[config.mk]
export PLATFORM = sky130hd
export DESIGN_NAME = paddle_controller
export DESIGN_NICKNAME = d
export VERILOG_FILES = /design/src/rtl/pong_pkg.sv /design/src/rtl/button_debouncer.sv /design/src/rtl/paddle_controller.sv
export SDC_FILE = /design/constraint.sdc
export NUM_CORES = 1
export LEC_CHECK = 0
export BUFFER_PORTS_ARGS = -buffer_cell sky130_fd_sc_hd__buf_4
export CAP_MARGIN = 15
export CORE_MARGIN = 5
export CORE_UTILIZATION = 39
export DETAILED_ROUTE_END_ITERATION = 10
export GPL_TIMING_DRIVEN = 0
export HOLD_SLACK_MARGIN = 0.03
export SYNTH_ARGS = -nofsm -noshare
export SYNTH_HDL_FRONTEND = slang
export SYNTH_SLANG_ARGS = --single-unit
[constraint.sdc]
create_clock -name clk -period 3.3 [get_ports clk]
set_input_delay 0.165 -clock clk [delete_from_list [all_inputs] [get_ports clk]]
set_output_delay 0.165 -clock clk [all_outputs]
set_load 0.03 [all_outputs]
[src/rtl/pong_pkg.sv]
//----------------------------------------------------------------------
// pong_pkg : shared geometry defaults and paddle FSM state encoding
// Rev 1.0  : initial release
//----------------------------------------------------------------------
`default_nettype none

package pong_pkg;

  localparam int WIDTH_DEF      = 8;
  localparam int BIT_WIDTH_DEF  = 3;
  localparam int PADDLE_LEN_DEF = 3;

  typedef enum logic [2:0] {
    IDLE     = 3'd0,
    HOLD_L   = 3'd1,
    HOLD_R   = 3'd2,
    REPEAT_L = 3'd3,
    REPEAT_R = 3'd4
  } paddle_state_e;

endpackage : pong_pkg

`default_nettype wire

[src/rtl/button_debouncer.sv]
//----------------------------------------------------------------------
// button_debouncer : 2-flop synchronizer followed by a level debouncer
// Rev 1.0          : initial release
//----------------------------------------------------------------------
`default_nettype none

module button_debouncer #(
  parameter int DEBOUNCE_CYCLES = 16
) (
  input  logic clk,
  input  logic rst_n,
  input  logic btn_raw,
  output logic btn_level
);

  localparam int CNT_W = (DEBOUNCE_CYCLES > 1) ? $clog2(DEBOUNCE_CYCLES) : 1;
  localparam logic [CNT_W-1:0] CNT_LAST = CNT_W'(DEBOUNCE_CYCLES - 1);

  logic             sync1_q, sync2_q;
  logic             level_q, level_d;
  logic [CNT_W-1:0] cnt_q,   cnt_d;

  always_comb begin
    level_d = level_q;
    cnt_d   = '0;
    // Any cycle agreeing with the accepted level restarts the count.
    if (sync2_q != level_q) begin
      if (cnt_q == CNT_LAST) begin
        level_d = sync2_q;
      end else begin
        cnt_d = cnt_q + CNT_W'(1);
      end
    end
  end

  always_ff @(posedge clk or negedge rst_n) begin
    if (!rst_n) begin
      sync1_q <= 1'b0;
      sync2_q <= 1'b0;
      level_q <= 1'b0;
      cnt_q   <= '0;
    end else begin
      sync1_q <= btn_raw;
      sync2_q <= sync1_q;
      level_q <= level_d;
      cnt_q   <= cnt_d;
    end
  end

  assign btn_level = level_q;

endmodule : button_debouncer

`default_nettype wire

[src/rtl/paddle_controller.sv]
//----------------------------------------------------------------------
// paddle_controller : debounced two-button paddle with hold/auto-repeat
// Rev 1.0           : initial release
//----------------------------------------------------------------------
`default_nettype none

module paddle_controller
  import pong_pkg::*;
#(
  parameter int WIDTH           = WIDTH_DEF,
  parameter int BIT_WIDTH       = BIT_WIDTH_DEF,
  parameter int PADDLE_LEN      = PADDLE_LEN_DEF,
  parameter int DEBOUNCE_CYCLES = 16,
  parameter int REPEAT_DELAY    = 3
) (
  input  logic                 clk,
  input  logic                 rst_n,
  input  logic                 btn_left,
  input  logic                 btn_right,
  input  logic                 tick,
  input  logic                 en,
  output logic [BIT_WIDTH-1:0] state_left,
  output logic [BIT_WIDTH-1:0] state_right,
  output logic                 at_left_edge,
  output logic                 at_right_edge
);

  localparam int RPT_W = (REPEAT_DELAY > 1) ? $clog2(REPEAT_DELAY) : 1;
  localparam logic [RPT_W-1:0]     RPT_LAST  = RPT_W'(REPEAT_DELAY - 1);
  localparam logic [BIT_WIDTH-1:0] POS_ONE   = BIT_WIDTH'(1);
  localparam logic [BIT_WIDTH-1:0] RST_LEFT  = BIT_WIDTH'((WIDTH - PADDLE_LEN) / 2);
  localparam logic [BIT_WIDTH-1:0] RST_RIGHT = BIT_WIDTH'((WIDTH - PADDLE_LEN) / 2 + PADDLE_LEN - 1);
  localparam logic [BIT_WIDTH-1:0] MAX_POS   = BIT_WIDTH'(WIDTH - 1);

  logic db_left, db_right;

  button_debouncer #(.DEBOUNCE_CYCLES(DEBOUNCE_CYCLES)) u_deb_left (
    .clk       (clk),
    .rst_n     (rst_n),
    .btn_raw   (btn_left),
    .btn_level (db_left)
  );

  button_debouncer #(.DEBOUNCE_CYCLES(DEBOUNCE_CYCLES)) u_deb_right (
    .clk       (clk),
    .rst_n     (rst_n),
    .btn_raw   (btn_right),
    .btn_level (db_right)
  );

  paddle_state_e        state_q, state_d;
  logic [RPT_W-1:0]     hold_cnt_q, hold_cnt_d;
  logic [BIT_WIDTH-1:0] left_q, left_d;
  logic [BIT_WIDTH-1:0] right_q, right_d;
  logic                 step_l, step_r;

  always_comb begin
    state_d    = state_q;
    hold_cnt_d = hold_cnt_q;
    step_l     = 1'b0;
    step_r     = 1'b0;

    if (!en) begin
      state_d    = IDLE;
      hold_cnt_d = '0;
    end else begin
      case (state_q)
        IDLE: begin
          hold_cnt_d = '0;
          if (db_left && !db_right) begin
            step_l  = 1'b1;
            state_d = HOLD_L;
          end else if (db_right && !db_left) begin
            step_r  = 1'b1;
            state_d = HOLD_R;
          end
        end
        HOLD_L, HOLD_R: begin
          if ((state_q == HOLD_L) ? (!db_left || db_right) : (!db_right || db_left)) begin
            state_d    = IDLE;
            hold_cnt_d = '0;
          end else if (tick) begin
            if (hold_cnt_q == RPT_LAST) begin
              state_d    = (state_q == HOLD_L) ? REPEAT_L : REPEAT_R;
              hold_cnt_d = '0;
            end else begin
              hold_cnt_d = hold_cnt_q + RPT_W'(1);
            end
          end
        end
        REPEAT_L: begin
          if (!db_left || db_right) state_d = IDLE;
          else                      step_l  = tick;
        end
        REPEAT_R: begin
          if (!db_right || db_left) state_d = IDLE;
          else                      step_r  = tick;
        end
        default: begin
          state_d    = IDLE;
          hold_cnt_d = '0;
        end
      endcase
    end
  end

  // Steps into a wall are swallowed so the paddle length never changes.
  always_comb begin
    left_d  = left_q;
    right_d = right_q;
    if (step_l && (left_q != '0)) begin
      left_d  = left_q - POS_ONE;
      right_d = right_q - POS_ONE;
    end else if (step_r && (right_q != MAX_POS)) begin
      left_d  = left_q + POS_ONE;
      right_d = right_q + POS_ONE;
    end
  end

  always_ff @(posedge clk or negedge rst_n) begin
    if (!rst_n) begin
      state_q    <= IDLE;
      hold_cnt_q <= '0;
      left_q     <= RST_LEFT;
      right_q    <= RST_RIGHT;
    end else begin
      state_q    <= state_d;
      hold_cnt_q <= hold_cnt_d;
      left_q     <= left_d;
      right_q    <= right_d;
    end
  end

  assign state_left    = left_q;
  assign state_right   = right_q;
  assign at_left_edge  = (left_q == '0);
  assign at_right_edge = (right_q == MAX_POS);

endmodule : paddle_controller

`default_nettype wire

**Yosys cells after proc, flatten, opt, wreduce, memory -nomap -nowiden**

Index checks and enable logic that the tools add are counted.
W data, S select, Z words.

- Add/subtract/negate cells: 7
- $mul: 0
- Div/mod/pow operators: 0
- Order comparisons: 0
- Equal/unequal tests: 17
- Shift-type cells: 0
- Mux-type cells: 33
- Bitwise gates (word level): 0
- Reductions and logical operators: 18

Operator list:

| operator | number |
|---|---|
| $mux W3 | 13 |
| $mux W4 | 4 |
| $ne A4 B4 Y1 const B | 3 |
| $pmux W3 S4 | 1 |
| $ne A3 B3 Y1 const B | 3 |
| $add A4 B1 Y4 const B | 2 |
| $eq A4 B4 Y1 const B | 2 |
| $mux W1 | 8 |
| $mux W2 | 4 |
| $add A3 B1 Y3 const B | 2 |
| $eq A3 B2 Y1 const B | 2 |
| $eq A3 B3 Y1 const B | 2 |
| $logic_not A3 Y1 | 2 |
| $reduce_and A2 Y1 | 3 |
| $sub A3 B1 Y3 const B | 2 |
| $reduce_and A5 Y1 | 1 |
| $logic_and A1 B1 Y1 | 4 |
| $pmux W1 S2 | 2 |
| $pmux W2 S2 | 1 |
| $reduce_or A2 Y1 | 2 |
| $eq A3 B1 Y1 const B | 1 |
| $reduce_bool A3 Y1 | 1 |
| $add A2 B1 Y2 const B | 1 |
| $eq A2 B2 Y1 const B | 1 |
| other kinds (5) | 8 |

- Bits in registers: 25
- Latch bits: 0
- RAM bits: 0
- Memory bits (read-only): 0
- Input port bits: 6
- Output and inout bits: 8
- Word-level logic and storage cells: 87
- Memories kept: 0

**Longest topological paths before layout**

- Depth after elaboration: 9
- Gate-level depth with buffers: 7

**Cells and area by module**

From an unflattened synthesis, not the netlist that was laid out.

- Cell total of the unflattened synthesis: 105
- Area, all modules: 1260.0 µm²

By module, submodules not included:

| module | times used | cells each | area an instance (µm²) |
|---|---|---|---|
| paddle_controller | 1 | 69 | 719.4 |
| button_debouncer | 2 | 18 | 270.3 |

**Worst setup path after synthesis**

OpenSTA, ideal clock, no wires.

- Kind: register to register
- From: register left_q[2], in the netlist state_left[2]
- To: register left_q[1], in the netlist state_left[1]
- Library setup time: 0.075 ns
- Arrival time: 2.153 ns
- Required time: 3.225 ns
- Slack: 1.072 ns
- Stages on the path, launching flop included: 6
- Period minus slack after synthesis: 2.228 ns
- Path through: dfrtp_1 nor3_1 a211oi_2 inv_1 fa_1 mux2i_1

- Longest elaborated chain between the ends: 3
- Elaborated cells on any way between the ends: 4
- Those cells by class: 1 x mux; 3 x reduce/logical

RTL lines:

| item | RTL line | text |
|---|---|---|
| start, declared | paddle_controller.sv:53 | `logic [BIT_WIDTH-1:0] left_q, left_d;` |
| start signal, assigned | paddle_controller.sv:129 | `left_q <= left_d;` |
| $reduce_bool A3 Y1 * | paddle_controller.sv:111 | `if (step_l && (left_q != '0)) begin` |
| $logic_and A1 B1 Y1 * | paddle_controller.sv:111 |  |
| $mux W3 / $reduce_bool A2 Y1 (equally long branches) | -- |  |

Mark *: on every way between the ends. The rest lies on a longest branch, timed or not.
A chain may end at the register's enable or synchronous reset.

**Final worst setup path**

- From: register state_q[0]
- To: register right_q[2], in the netlist state_right[2]

- Longest elaborated chain between the ends: 5
- Elaborated cells on any way between the ends: 11
- Those cells by class: 2 x eq/ne; 5 x mux; 4 x reduce/logical

RTL lines:

| item | RTL line | text |
|---|---|---|
| start, declared | paddle_controller.sv:51 | `paddle_state_e state_q, state_d;` |
| start signal, assigned | paddle_controller.sv:127 | `state_q <= state_d;` |
| $eq A3 B2 Y1, or another cell as far along | paddle_controller.sv:67 | `case (state_q)` |
| $pmux W1 S2 | paddle_controller.sv:67 |  |
| $mux W1 | paddle_controller.sv:63 | `if (!en) begin` |
| $logic_and A1 B1 Y1, on equally long branches | paddle_controller.sv:111, paddle_controller.sv:114 |  |
| $mux W3 / $reduce_bool A2 Y1 (equally long branches) | -- |  |
| end signal, assigned | paddle_controller.sv:130 | `right_q <= right_d;` |
| end, declared | paddle_controller.sv:54 | `logic [BIT_WIDTH-1:0] right_q, right_d;` |

Several ways; a longest one is shown, not always the timed one.

==> run metrics <==
outcome=finished clean; IO buf count=13; initial antenna violation count=0; CTS max path bufs=2; commonest non-fill, non-tap cell in the layout=dfrtp_1; CP arrival=2360 ps; RePlAce Congestion=0.742; Final min period=2110 ps; Via Count=857; final instance area=1510 um2; Synth Instances=109; Final Hold Fails=0; htree depth=1; DRC Markers=0; Final ANT Viol Nets=0; CP max FO=10; Rows=21; Finished Core Util=46.1%; Synth Cell Area=1300 um2; DRT Pass-1 Iters=4; post-DR wirelength/cell=12.9 um; Routed Wire Length=2250 um; Die Ht=67.7 um; Yosys reg bits=25; Syn Area/Cell=11.9 um2; Post-CTS Setup Inserts=0; Placed Area=1450 um2; worst r2r src=state_q[0]; worst flop-to-flop path endpoint=state_right[2]; PwrDens=362 nW/um2; register area=628 um2; Syn. warnings=0; clk slew on worst S/H paths=150 ps; crit path to=state_right[2]; Slew Limit Fails=0; initial core utilization=39.5%; P_leak=0.669 nW; Die Wd=67.7 um; Post-synth ARST share=100%; crit path capture type=flop; IO Count=14; crit path from=state_q[0]; Initial DRC Count=47; nets=140; footprint of the multi-input gates=607 um2; final setup fails=0; synthesized net count=119; GRT overflow=0; Worst Tran Pin Value=411 ps; clk_lat worst skew=330 ps; share of layout cells above drive strength 1=25.6%; clock sink count=25; number of global-route vias before repair=922; P&R area growth vs syn=16.6%; Power Total=0.000548 W; FF-to-FF path depth=7; final critical-path share of the clock period=63.9%; Hold WC Path Type=in2reg; Clock Skew=9.81 ps; commonest cells after routing, fill and taps aside=dfrtp_1 (23), buf_4 (14), xnor2_1 (9); top_reg_cell synth=dfrtp_1; vias per std cell=4.90; antenna cell count=0; PostCTS Resize Cnt=0; first-pass GRT wire length=3930 um; maximum number of pins on one net before global-route repair=26; final setup TNS=0 ps; Post-synth EDFFs=0; sequential area share after synthesis=48.4%; CP Class=reg2reg; Max Cap Viol=0; R2R Setup Slk=1190 ps; Final WS setup=1190 ps; unrepaired setup endpoints after global routing=false; Max-slew headroom=72.2%; GRT Util Overall=11.3%; VDD IR-drop max=267 uV; Worst Path Required=3560 ps; Post-DP HPWL=1680 um; Num CTS Buffers=3; Die Area=4580 um2; Post-Place Worst Slack=1230 ps; TritonCTS clock tree=yes; post-synthesis cell type count=38; Startpoint Class=flop; Max Freq=0.474 GHz; fillcell total=304; Root Driver=clkbuf_4; Core Area=3280 um2; hold_buf cts=3
[synthesized netlist by cell type (2+ instances only)]
cell type / number / share of area (%)
nor3b_1: 3 / 1.7
inv_1: 8 / 2.3
nor3_1: 2 / 0.77
dfrtp_1: 23 / 44
o21ai_0: 2 / 0.77
nor2b_1: 3 / 1.4
dfstp_2: 2 / 4.0
fa_1: 2 / 3.1
nor2_1: 5 / 1.4
mux2_2: 3 / 2.6
nand4b_1: 3 / 2.0
nand3_1: 3 / 1.2
mux2_1: 2 / 1.7
buf_2: 3 / 1.2
o21ai_1: 2 / 0.77
xnor2_1: 9 / 6.1
or4b_1: 3 / 2.3
nor4bb_1: 2 / 1.5
ha_1: 2 / 1.9
nand2_1: 2 / 0.58
a21oi_1: 4 / 1.5
mux2i_1: 5 / 3.9
[through the flow]
step                hold slack, ps  instances
finish                         203        175
global route                   197        175
CTS                            194        175
detailed placement            85.7        168
global placement              83.6        168
floorplan                     -131        109
[state kept, by name, indices dropped and copies added, names as in the netlist]
signal,count
hold_cnt_q,2
state_left,3
state_q,3
state_right,3
u_deb_left.btn_level,1
u_deb_left.cnt_q,4
u_deb_left.sync1_q,1
u_deb_left.sync2_q,1
u_deb_right.btn_level,1
u_deb_right.cnt_q,4
u_deb_right.sync1_q,1
u_deb_right.sync2_q,1
[layer usage]
layer / wire length, um / up-vias / GRT usage (%)
met2: 1110 / 10 / 19.2
met5: 0 / - / 0
met4: 13 / 0 / 3.80
li1: - / 422 / -
met1: 1060 / 423 / 13.3
met3: 62 / 2 / 3.66
[worst min-delay path by stage]
stage / slack (ps) / startpoint / end / depth (start not counted)
after global placement: 80 / rst_n / hold_cnt_q[0] / 1
after global routing: 200 / tick / hold_cnt_q[1] / 3
after CTS: 190 / tick / hold_cnt_q[1] / 3
final: 200 / tick / hold_cnt_q[1] / 3
after floorplan: -130 / rst_n / hold_cnt_q[0] / 0
after detailed placement: 90 / rst_n / hold_cnt_q[1] / 1
[critical path, cell delays in order (launching register included)]
cell	delay (ps)
dfrtp_1	390
buf_2	170
or2_4	270
a211oi_2	330
inv_1	150
fa_1	390
mux2i_1	200
xnor2_1	150
[logic make-up after synthesis]
| family | share of synthesized area, % |
|---|---|
| and+or+nand+nor | 18.6 |
| DFF | 48.4 |
| AOI/OAI and AO/OA | 8.19 |
| buffers and inverters | 4.91 |
| xor gates and xnor gates | 6.74 |
| muxes | 8.19 |
| adders and majority gates | 5.01 |
[cell type report]
cell class / count / share of cell area, %
flip-flops and latches: 25 / 41.5
clock inverters: 1 / 0.496
plain buffers: 5 / 2.23
well taps: 46 / 3.80
repair buffers: 16 / 8.43
inverters: 8 / 1.98
clock buffers: 3 / 1.49
multi-input cells: 71 / 40.1
[report_power, final]
group	switching (W)	internal (W)
Clock	0.0000978	0.0000463
Sequential	0.00000953	0.000319
Combinational	0.0000405	0.0000345
Total	0.000148	0.000400
(Power assumes the default switching activity.)
